[src/rtl/icache_sa_pkg.sv]
// Shared definitions for the set-associative instruction cache.
// Default geometry and refill FSM encoding.
package icache_sa_pkg;

  localparam int DEF_WAYS = 2;
  localparam int DEF_SETS = 16;
  localparam int DEF_LINE_WORDS = 4;

  typedef enum logic {
    IDLE   = 1'b0,
    REFILL = 1'b1
  } state_t;

endpackage

[src/rtl/icache_victim_sel.sv]
// Replacement choice for one set: lowest invalid way,
// otherwise the round-robin pointer.
module icache_victim_sel #(
  parameter int WAYS = 2,
  parameter int WW = 1
) (
  input  logic [WAYS-1:0] valid,
  input  logic [WW-1:0]   ptr,
  output logic [WW-1:0]   way
);

  logic found;

  always_comb begin
    way = ptr;
    found = 1'b0;
    for (int w = 0; w < WAYS; w++) begin
      if (!valid[w] && !found) begin
        way = WW'(w);
        found = 1'b1;
      end
    end
  end

endmodule

[src/rtl/icache_sa.sv]
// Set-associative instruction cache with word-by-word
// line refill from the memory controller.
module icache_sa
  import icache_sa_pkg::*;
#(
  parameter int WAYS = DEF_WAYS,
  parameter int SETS = DEF_SETS,
  parameter int LINE_WORDS = DEF_LINE_WORDS
) (
  input  logic        clk,
  input  logic        rst,
  input  logic        rdy,
  input  logic        jp_wrong,
  input  logic        flush,
  input  logic [31:0] pc,
  output logic        ins_flag_IF,
  output logic [31:0] ins_IF,
  output logic        mc_req,
  output logic [31:0] mc_addr,
  input  logic        mc_ack,
  input  logic [31:0] mc_data
);

  localparam int OFF = $clog2(LINE_WORDS);
  localparam int IDX = $clog2(SETS);
  localparam int TW = 30 - OFF - IDX;
  localparam int WW = (WAYS > 1) ? $clog2(WAYS) : 1;
  localparam int CW = (OFF > 0) ? OFF : 1;
  localparam logic [31:0] LMASK = 32'(LINE_WORDS * 4 - 1);

  state_t state, state_n;

  logic [CW-1:0]  cnt, off;
  logic [IDX-1:0] idx, bidx;
  logic [TW-1:0]  tag, btag;
  logic [31:0]    base;
  logic [WW-1:0]  vway, hway, victim;
  logic           hit, start, deliver;
  logic           fill_ack, last;

  logic [WAYS-1:0] valid [SETS];
  logic [WW-1:0]   ptr   [SETS];
  logic [TW-1:0]   tags  [SETS][WAYS];
  logic [31:0]     data  [SETS][WAYS][LINE_WORDS];

  assign off  = CW'((pc >> 2) & 32'(LINE_WORDS - 1));
  assign idx  = IDX'(pc >> (OFF + 2));
  assign tag  = TW'(pc >> (OFF + IDX + 2));
  assign bidx = IDX'(base >> (OFF + 2));
  assign btag = TW'(base >> (OFF + IDX + 2));

  always_comb begin
    hit = 1'b0;
    hway = '0;
    for (int w = 0; w < WAYS; w++) begin
      if (valid[idx][w] && tags[idx][w] == tag) begin
        hit = 1'b1;
        hway = WW'(w);
      end
    end
  end

  icache_victim_sel #(
    .WAYS (WAYS),
    .WW   (WW)
  ) u_victim (
    .valid (valid[idx]),
    .ptr   (ptr[idx]),
    .way   (victim)
  );

  assign last     = (cnt == CW'(LINE_WORDS - 1));
  assign fill_ack = (state == REFILL) && mc_ack;
  assign start    = (state == IDLE) && !hit && !jp_wrong && !flush;
  assign deliver  = (state == IDLE) && hit && !jp_wrong;

  assign mc_req  = (state == REFILL);
  assign mc_addr = mc_req ? base + (32'(cnt) << 2) : 32'h0;

  always_comb begin
    state_n = state;
    unique case (state)
      IDLE:   if (start) state_n = REFILL;
      REFILL: if (flush || (mc_ack && last)) state_n = IDLE;
      default: state_n = IDLE;
    endcase
  end

  always_ff @(posedge clk) begin
    if (rst) begin
      state <= IDLE;
      cnt <= '0;
      base <= '0;
      vway <= '0;
      ins_flag_IF <= 1'b0;
      ins_IF <= '0;
      for (int s = 0; s < SETS; s++) begin
        valid[s] <= '0;
        ptr[s] <= '0;
      end
    end else if (rdy) begin
      state <= state_n;
      ins_flag_IF <= deliver;
      if (deliver) ins_IF <= data[idx][hway][off];
      if (flush) begin
        cnt <= '0;
        for (int s = 0; s < SETS; s++) begin
          valid[s] <= '0;
          ptr[s] <= '0;
        end
      end else if (start) begin
        // victim stays invalid until the whole line is in
        base <= pc & ~LMASK;
        vway <= victim;
        cnt <= '0;
        valid[idx][victim] <= 1'b0;
      end else if (fill_ack) begin
        cnt <= cnt + 1'b1;
        if (last) begin
          cnt <= '0;
          valid[bidx][vway] <= 1'b1;
          ptr[bidx] <= (vway == WW'(WAYS - 1)) ? '0 : vway + 1'b1;
        end
      end
    end
  end

  always_ff @(posedge clk) begin
    if (!rst && rdy && !flush && fill_ack) begin
      data[bidx][vway][cnt] <= mc_data;
      if (last) tags[bidx][vway] <= btag;
    end
  end

endmodule
[config.mk]
export PLATFORM = sky130hd
export DESIGN_NAME = icache_sa
export DESIGN_NICKNAME = d
export VERILOG_FILES = /design/src/rtl/icache_sa_pkg.sv /design/src/rtl/icache_victim_sel.sv /design/src/rtl/icache_sa.sv
export SDC_FILE = /design/constraint.sdc
export NUM_CORES = 2
export LEC_CHECK = 0
export CAP_MARGIN = 15
export CORE_MARGIN = 10
export CORE_UTILIZATION = 50
export CTS_CLUSTER_DIAMETER = 60
export DETAILED_ROUTE_END_ITERATION = 8
export PLACE_DENSITY = 0.75
export SLEW_MARGIN = 10
export SYNTH_ARGS = -nofsm -noshare
export SYNTH_HDL_FRONTEND = slang
export SYNTH_HIERARCHICAL = 1
export SYNTH_MEMORY_MAX_BITS = 65536
export SYNTH_SLANG_ARGS = --single-unit
[constraint.sdc]
create_clock -name clk -period 5.1 [get_ports clk]
set_input_delay 0.765 -clock clk [delete_from_list [all_inputs] [get_ports clk]]
set_output_delay 0.765 -clock clk [all_outputs]
set_load 0.05 [all_outputs]
=== After elaboration in Yosys (flattened, before gate mapping) ===
Memory sizes are Yosys's and may differ from the RTL's.
Cells that the tools add are included.

* Bits in registers: 65
* Bits of input ports: 70
* Word-level logic and storage cells: 187
* Memories kept: 4
* Output and inout port bits: 66
* Bits in writable memories: 4912

{| class="wikitable"
|+ Memory list
! name !! depth !! bits a word !! read ports !! clocked after Yosys merged registers in !! write ports !! RTL line !! text
|-
| data || 16 || 256 || 1 || 0 || 1 || icache_sa.sv:44 || <nowiki>logic [31:0] data [SETS][WAYS][LINE_WORDS];</nowiki>
|-
| tags || 16 || 48 || 1 || 0 || 1 || icache_sa.sv:43 || <nowiki>logic [TW-1:0] tags [SETS][WAYS];</nowiki>
|-
| valid || 16 || 2 || 1 || 0 || 16 || icache_sa.sv:41 || <nowiki>logic [WAYS-1:0] valid [SETS];</nowiki>
|-
| ptr || 16 || 1 || 1 || 0 || 16 || icache_sa.sv:42 || <nowiki>logic [WW-1:0] ptr [SETS];</nowiki>
|}

* Order comparisons: 10
* Bitwise logic cells: 38
* Add/sub/neg operators: 3
* Reductions and logical operators: 30
* Equal/unequal tests: 3
* Mux-type cells: 93

{| class="wikitable"
|+ Operators by type and width
! kind !! number
|-
| 2-to-1 mux 128 bit || 4
|-
| 2-to-1 mux 256 bit || 1
|-
| demux 128 bit (select 1 bit) || 1
|-
| 2-to-1 mux 32 bit || 4
|-
| binary-select mux 32 bit (select 2 bit) || 1
|-
| demux 32 bit (select 2 bit) || 1
|-
| 2-to-1 mux 2 bit || 26
|-
| == test 24 bit || 2
|-
| 2-to-1 mux 48 bit || 1
|-
| 2-to-1 mux 1 bit || 46
|-
| adder 32 x 4 -> 32 bit || 1
|-
| OR 1 bit || 32
|-
| demux 24 bit (select 1 bit) || 1
|-
| 2-to-1 mux 24 bit || 1
|-
| logical AND 1 bit || 17
|-
| 2-to-1 mux 4 bit || 3
|-
| greater-or-equal comparator 3 bit, second input constant || 2
|-
| inverter 2 -> 3 bit || 2
|-
| logical NOT 1 bit || 5
|-
| greater-or-equal comparator 2 bit, second input constant || 2
|-
| less-than comparator 1 x 2 -> 1 bit, second input constant || 2
|-
| inverter 1 -> 2 bit || 2
|-
| AND reduction 2 bit || 2
|-
| OR reduction 2 bit || 2
|-
| other kinds (13) || 16
|}

=== Longest topological paths before layout ===
An unclocked memory read counts as a cell.

* Depth after elaboration: 17
* Depth in mapped cells: 19
* Gate-level depth less buffers: 10

=== Modules after synthesis ===
Netlist, hierarchy kept.

{| class="wikitable"
|+ By module, submodules not included
! module !! cells an instance !! area each (um^2) !! sequential area each (um^2) !! times used
|-
| icache_sa || 8083 || 192144.3 || 148802.7 || 1
|-
| icache_victim_sel || 2 || 11.3 || 0.0 || 1
|}

=== Worst setup path after synthesis ===
OpenSTA, ideal clock, no wires.

* Path kind: input to register
* Start: input port pc[4]
* End: memory valid[13][0] (enable)
* Buffers on the path: 10
* Required time: 4790 ps
* Setup slack: 263 ps
* Stages on the path: 16
* Setup time: 310 ps
* Arrival: 4527 ps
* Path through: buf_6 > buf_8 > buf_8 > buf_4 > buf_6 > buf_6 > buf_2 > buf_2 > buf_2 > buf_2 > mux4_2 > mux4_2 > inv_1 > a21boi_1 > o41a_1 > o21ai_0

{| class="wikitable"
|+ RTL lines
! element !! RTL line !! text
|-
| from (decl) || icache_sa.sv:15 || <nowiki>input logic [31:0] pc,</nowiki>
|-
| to (decl) || icache_sa.sv:41 ||
|}

=== Worst setup path after layout ===
* Start: memory tags[14][23] (netlist name)
* End: register ins_IF[8]

* Word-level cells in the longest chain between the ends: 11

{| class="wikitable"
|+ Ends and longest elaborated chain
! element !! RTL line !! text
|-
| from (decl) || icache_sa.sv:43 ||
|-
| memory read (16 x 48 bit) (*) || -- ||
|-
| == test 24 bit (*) || icache_sa.sv:56 || <nowiki>if (valid[idx][w] && tags[idx][w] == tag) begin</nowiki>
|-
| logical AND 1 bit (*) || icache_sa.sv:56 ||
|-
| 2-to-1 mux 1 bit || icache_sa.sv:56 ||
|-
| inverter 1 -> 2 bit (implied by the code) || icache_sa.sv:104 || <nowiki>if (deliver) ins_IF <= data[idx][hway][off];</nowiki>
|-
| 2-to-1 mux 128 bit (implied by the code) (3 in a row) || icache_sa.sv:104 ||
|-
| binary-select mux 32 bit (select 2 bit) || icache_sa.sv:104 ||
|-
| 2-to-1 mux 32 bit (implied by the code) (2 in a row) || icache_sa.sv:104 ||
|-
| to (signal assigned) || icache_sa.sv:104 ||
|-
| to (decl) || icache_sa.sv:17 || <nowiki>output logic [31:0] ins_IF,</nowiki>
|}

Every way passes the cells marked *; elsewhere a longest branch is shown, timed or not. The select of a mux whose other input is x is not followed.
A chain may end at the register's enable or synchronous reset.

==> out/results.tsv <==
metric	value	unit
clock_sinks	4977	
die_h	639.9	um
seqPwrFrac	54.3	%
finalMaxSlewViolations	0	
vias	93280	
fin_nets	8788	
gp_congestion	0.8998	
setup_violations	0	
seq_area	148800	um2
worst-path-max-fanout	11	
ys_seq_area_share	77.44	%
synth_warnings	6	
drive_gt1_share	31.83	%
io_pins	136	
core_area	382600	um2
r2r-start	tags[14][23]	
cts_setup_buffers	0	
skew	0.1076	ns
drt_iter0_drc	14940	
ys_types	79	
cts_tree	yes	
hold_violations	0	
rows	227	
grt_max_degree	138	
cts.clk_slew.worst_paths	0.06	ns
hold_buffers	0	
drcViolationCount	0	
relSlewSlack	16.88	%
max-vdd-ir-drop	375.7	uV
place_ws	-0.1784	ns
p_leak	0.06719	uW
p_sw	17350	uW
cp-start-kind	flip-flop	
drv_cap	0	
setup_ws	0.5978	ns
min_path_type	in -> reg	
worst_pin_slew	1.242	ns
antenna_found_initial	28	
n_fill_cell	26080	
placed_area	203700	um2
synth_top_area_share	76.76	%
power.share.clock	40.8	%
syn_avg_cell_area	23.77	um2
yosysTopAreaCell	edfxtp_1	
fp.dieW	639.9	um
synth_edf_count	4912	
combPwrFrac	5.0	%
mappedNetlistArea	192200	um2
rsz0062_at_grt	false	
placedCellCount	13290	
routed_wirelength	505300	um
max_clock_freq	222.1	MHz
cp-startpoint	tags[14][23]	
clkLatencyLatePin	1.02	ns
post_drt_wl_per_cell	35.74	um
grt_pass1_vias	93940	
period_share	88.28	%
instances_no_fill	14140	
syn_inst	8085	
cts.path.max_buffers	4	
netlist_top_cells_count	edfxtp_1, mux4_2, nor2_1, mux2i_1, clkbuf_1	
dieArea	409500	um2
vias_per_cell	6.598	
multiInputGateArea	42280	um2
drtAntennaViolNets	0	
synthFlopType	edfxtp_1	
arrival	5.31	ns
grt_pass1_wl	716700	um
internal_power	65420	uW
drtPass1Iterations	6	
stdcell_area	218400	um2
async_flop_share	0	%
yosys-top-cells-area	edfxtp_1, mux4_2, mux2i_1, dfxtp_1, nor2_1	
critical_path_required	5.91	ns
synth-seq-cells	4977	
powerDensity	379.0	nW/um2
numCtsBuffers	458	
grt_overflow_total	0	
outcome	completed	
fin_crit	4.502	ns
synth_most_common_cell	edfxtp_1	
worst_setup_path_end_kind	flip-flop	
dpl.hpwl	274800	um
cts_root_buffer	clkbuf_16	
path_class	reg -> reg	
min_from	mc_data[19]	
cts_resized	0	
initial_core_util	50.23	%
switching_share	20.96	%
holdWs	0.2678	ns
port_buffers	131	
cts_max_level	5	
grt.total_usage	24.39	%
syn_to_final_growth	13.65	%
-- flip-flops by register name (all words and copies together), names as in the netlist --
name	flops
vway	1
tags	768
mc_req	1
ptr	16
base	28
ins_IF	32
data	4096
ins_flag_IF	1
valid	32
cnt	2
-- layout make-up --
| type | instances | share of cell area, % |
|---|---|---|
| Sequential cell | 4977 | 68.14 |
| Multi-Input combinational cell | 2607 | 19.36 |
| Clock buffer | 584 | 5.522 |
| Tap cell | 5038 | 2.886 |
| Timing Repair Buffer | 633 | 2.867 |
| Clock inverter | 253 | 1.149 |
| Inverter | 37 | 0.06703 |
| Antenna cell | 10 | 0.01146 |
-- power groups by stage --
stage | Sequential [uW] | Combinational [uW] | Clock [uW]
floorplan | 45800 | 2180 | 0
global placement | 45800 | 3900 | 0
detailed placement | 45800 | 4000 | 0
CTS | 44900 | 4040 | 34000
global route | 44900 | 4250 | 35500
finish | 44900 | 4100 | 33800
-- worst max-delay path: stages, from the launching register on --
cell       delay, ns
edfxtp_1        0.37
mux4_2          0.51
nand3_1         0.11
o2111ai_1       0.23
nor4_1          0.47
o2111ai_1       0.20
or4_1           0.64
nor3_4          0.25
buf_12          0.24
buf_4           0.28
mux2i_1         0.50
o22a_1          0.30
buf_12          0.14
a221oi_1        0.06
-- metrics by stage --
stage / TNS (ns) / total power [uW] / utilization [%]
floorplan: 0 / 48000 / -
global placement: -4.861 / 49690 / 53.24
detailed placement: -3.765 / 49800 / 53.24
CTS: 0 / 82980 / 57.05
global route: 0 / 84660 / 57.08
finish: 0 / 82770 / 57.08
-- cell families (layout without fill, tap and decap cells) --
family	after synthesis	in the layout	share of synthesized area, %
xor+xnor	41	41	0.1869
buf+inv	502	1507	1.244
other cells	1	12	0.001952
flops	4977	4977	77.44
fa+ha+maj	4	4	0.02605
mux	1754	1754	18.68
compound gates	265	265	1.104
simple gates	541	541	1.315
-- cell usage in the layout, fill, tap and decap left out, types with 36 or more instances in the layout --
| cell type | count |
|---|---|
| inv_1 | 36 |
| buf_4 | 435 |
| a221oi_1 | 36 |
| clkinv_2 | 73 |
| clkbuf_16 | 463 |
| mux2i_1 | 215 |
| buf_12 | 97 |
| nand2_1 | 44 |
| clkinv_1 | 103 |
| clkbuf_1 | 119 |
| o21ai_0 | 38 |
| nor2_4 | 160 |
| mux2_2 | 65 |
| dfxtp_1 | 64 |
| nor2_1 | 129 |
| bufinv_16 | 44 |
| clkdlybuf4s50_1 | 93 |
| mux4_2 | 1458 |
| edfxtp_1 | 4912 |
-- final timing paths --
kind	end	slack (ns)	cells after the start
worst max-delay path	ins_IF[8]	0.60	13
worst min register to register	ins_IF[1]	0.52	2
worst min-delay path	data[7][51]	0.27	1
worst max register to register	ins_IF[8]	0.60	13
-- layer usage --
metal  vias to the layer above  GRT usage (%)  part of all wire, %
li1                      35950              -                    -
met1                     49140          32.84                   35
met2                      6946          38.97                   48
met5                         -              0                0.030
met4                        24          9.265                  4.5
met3                      1225          6.044                   13
Power figures use the tool's default switching activity.
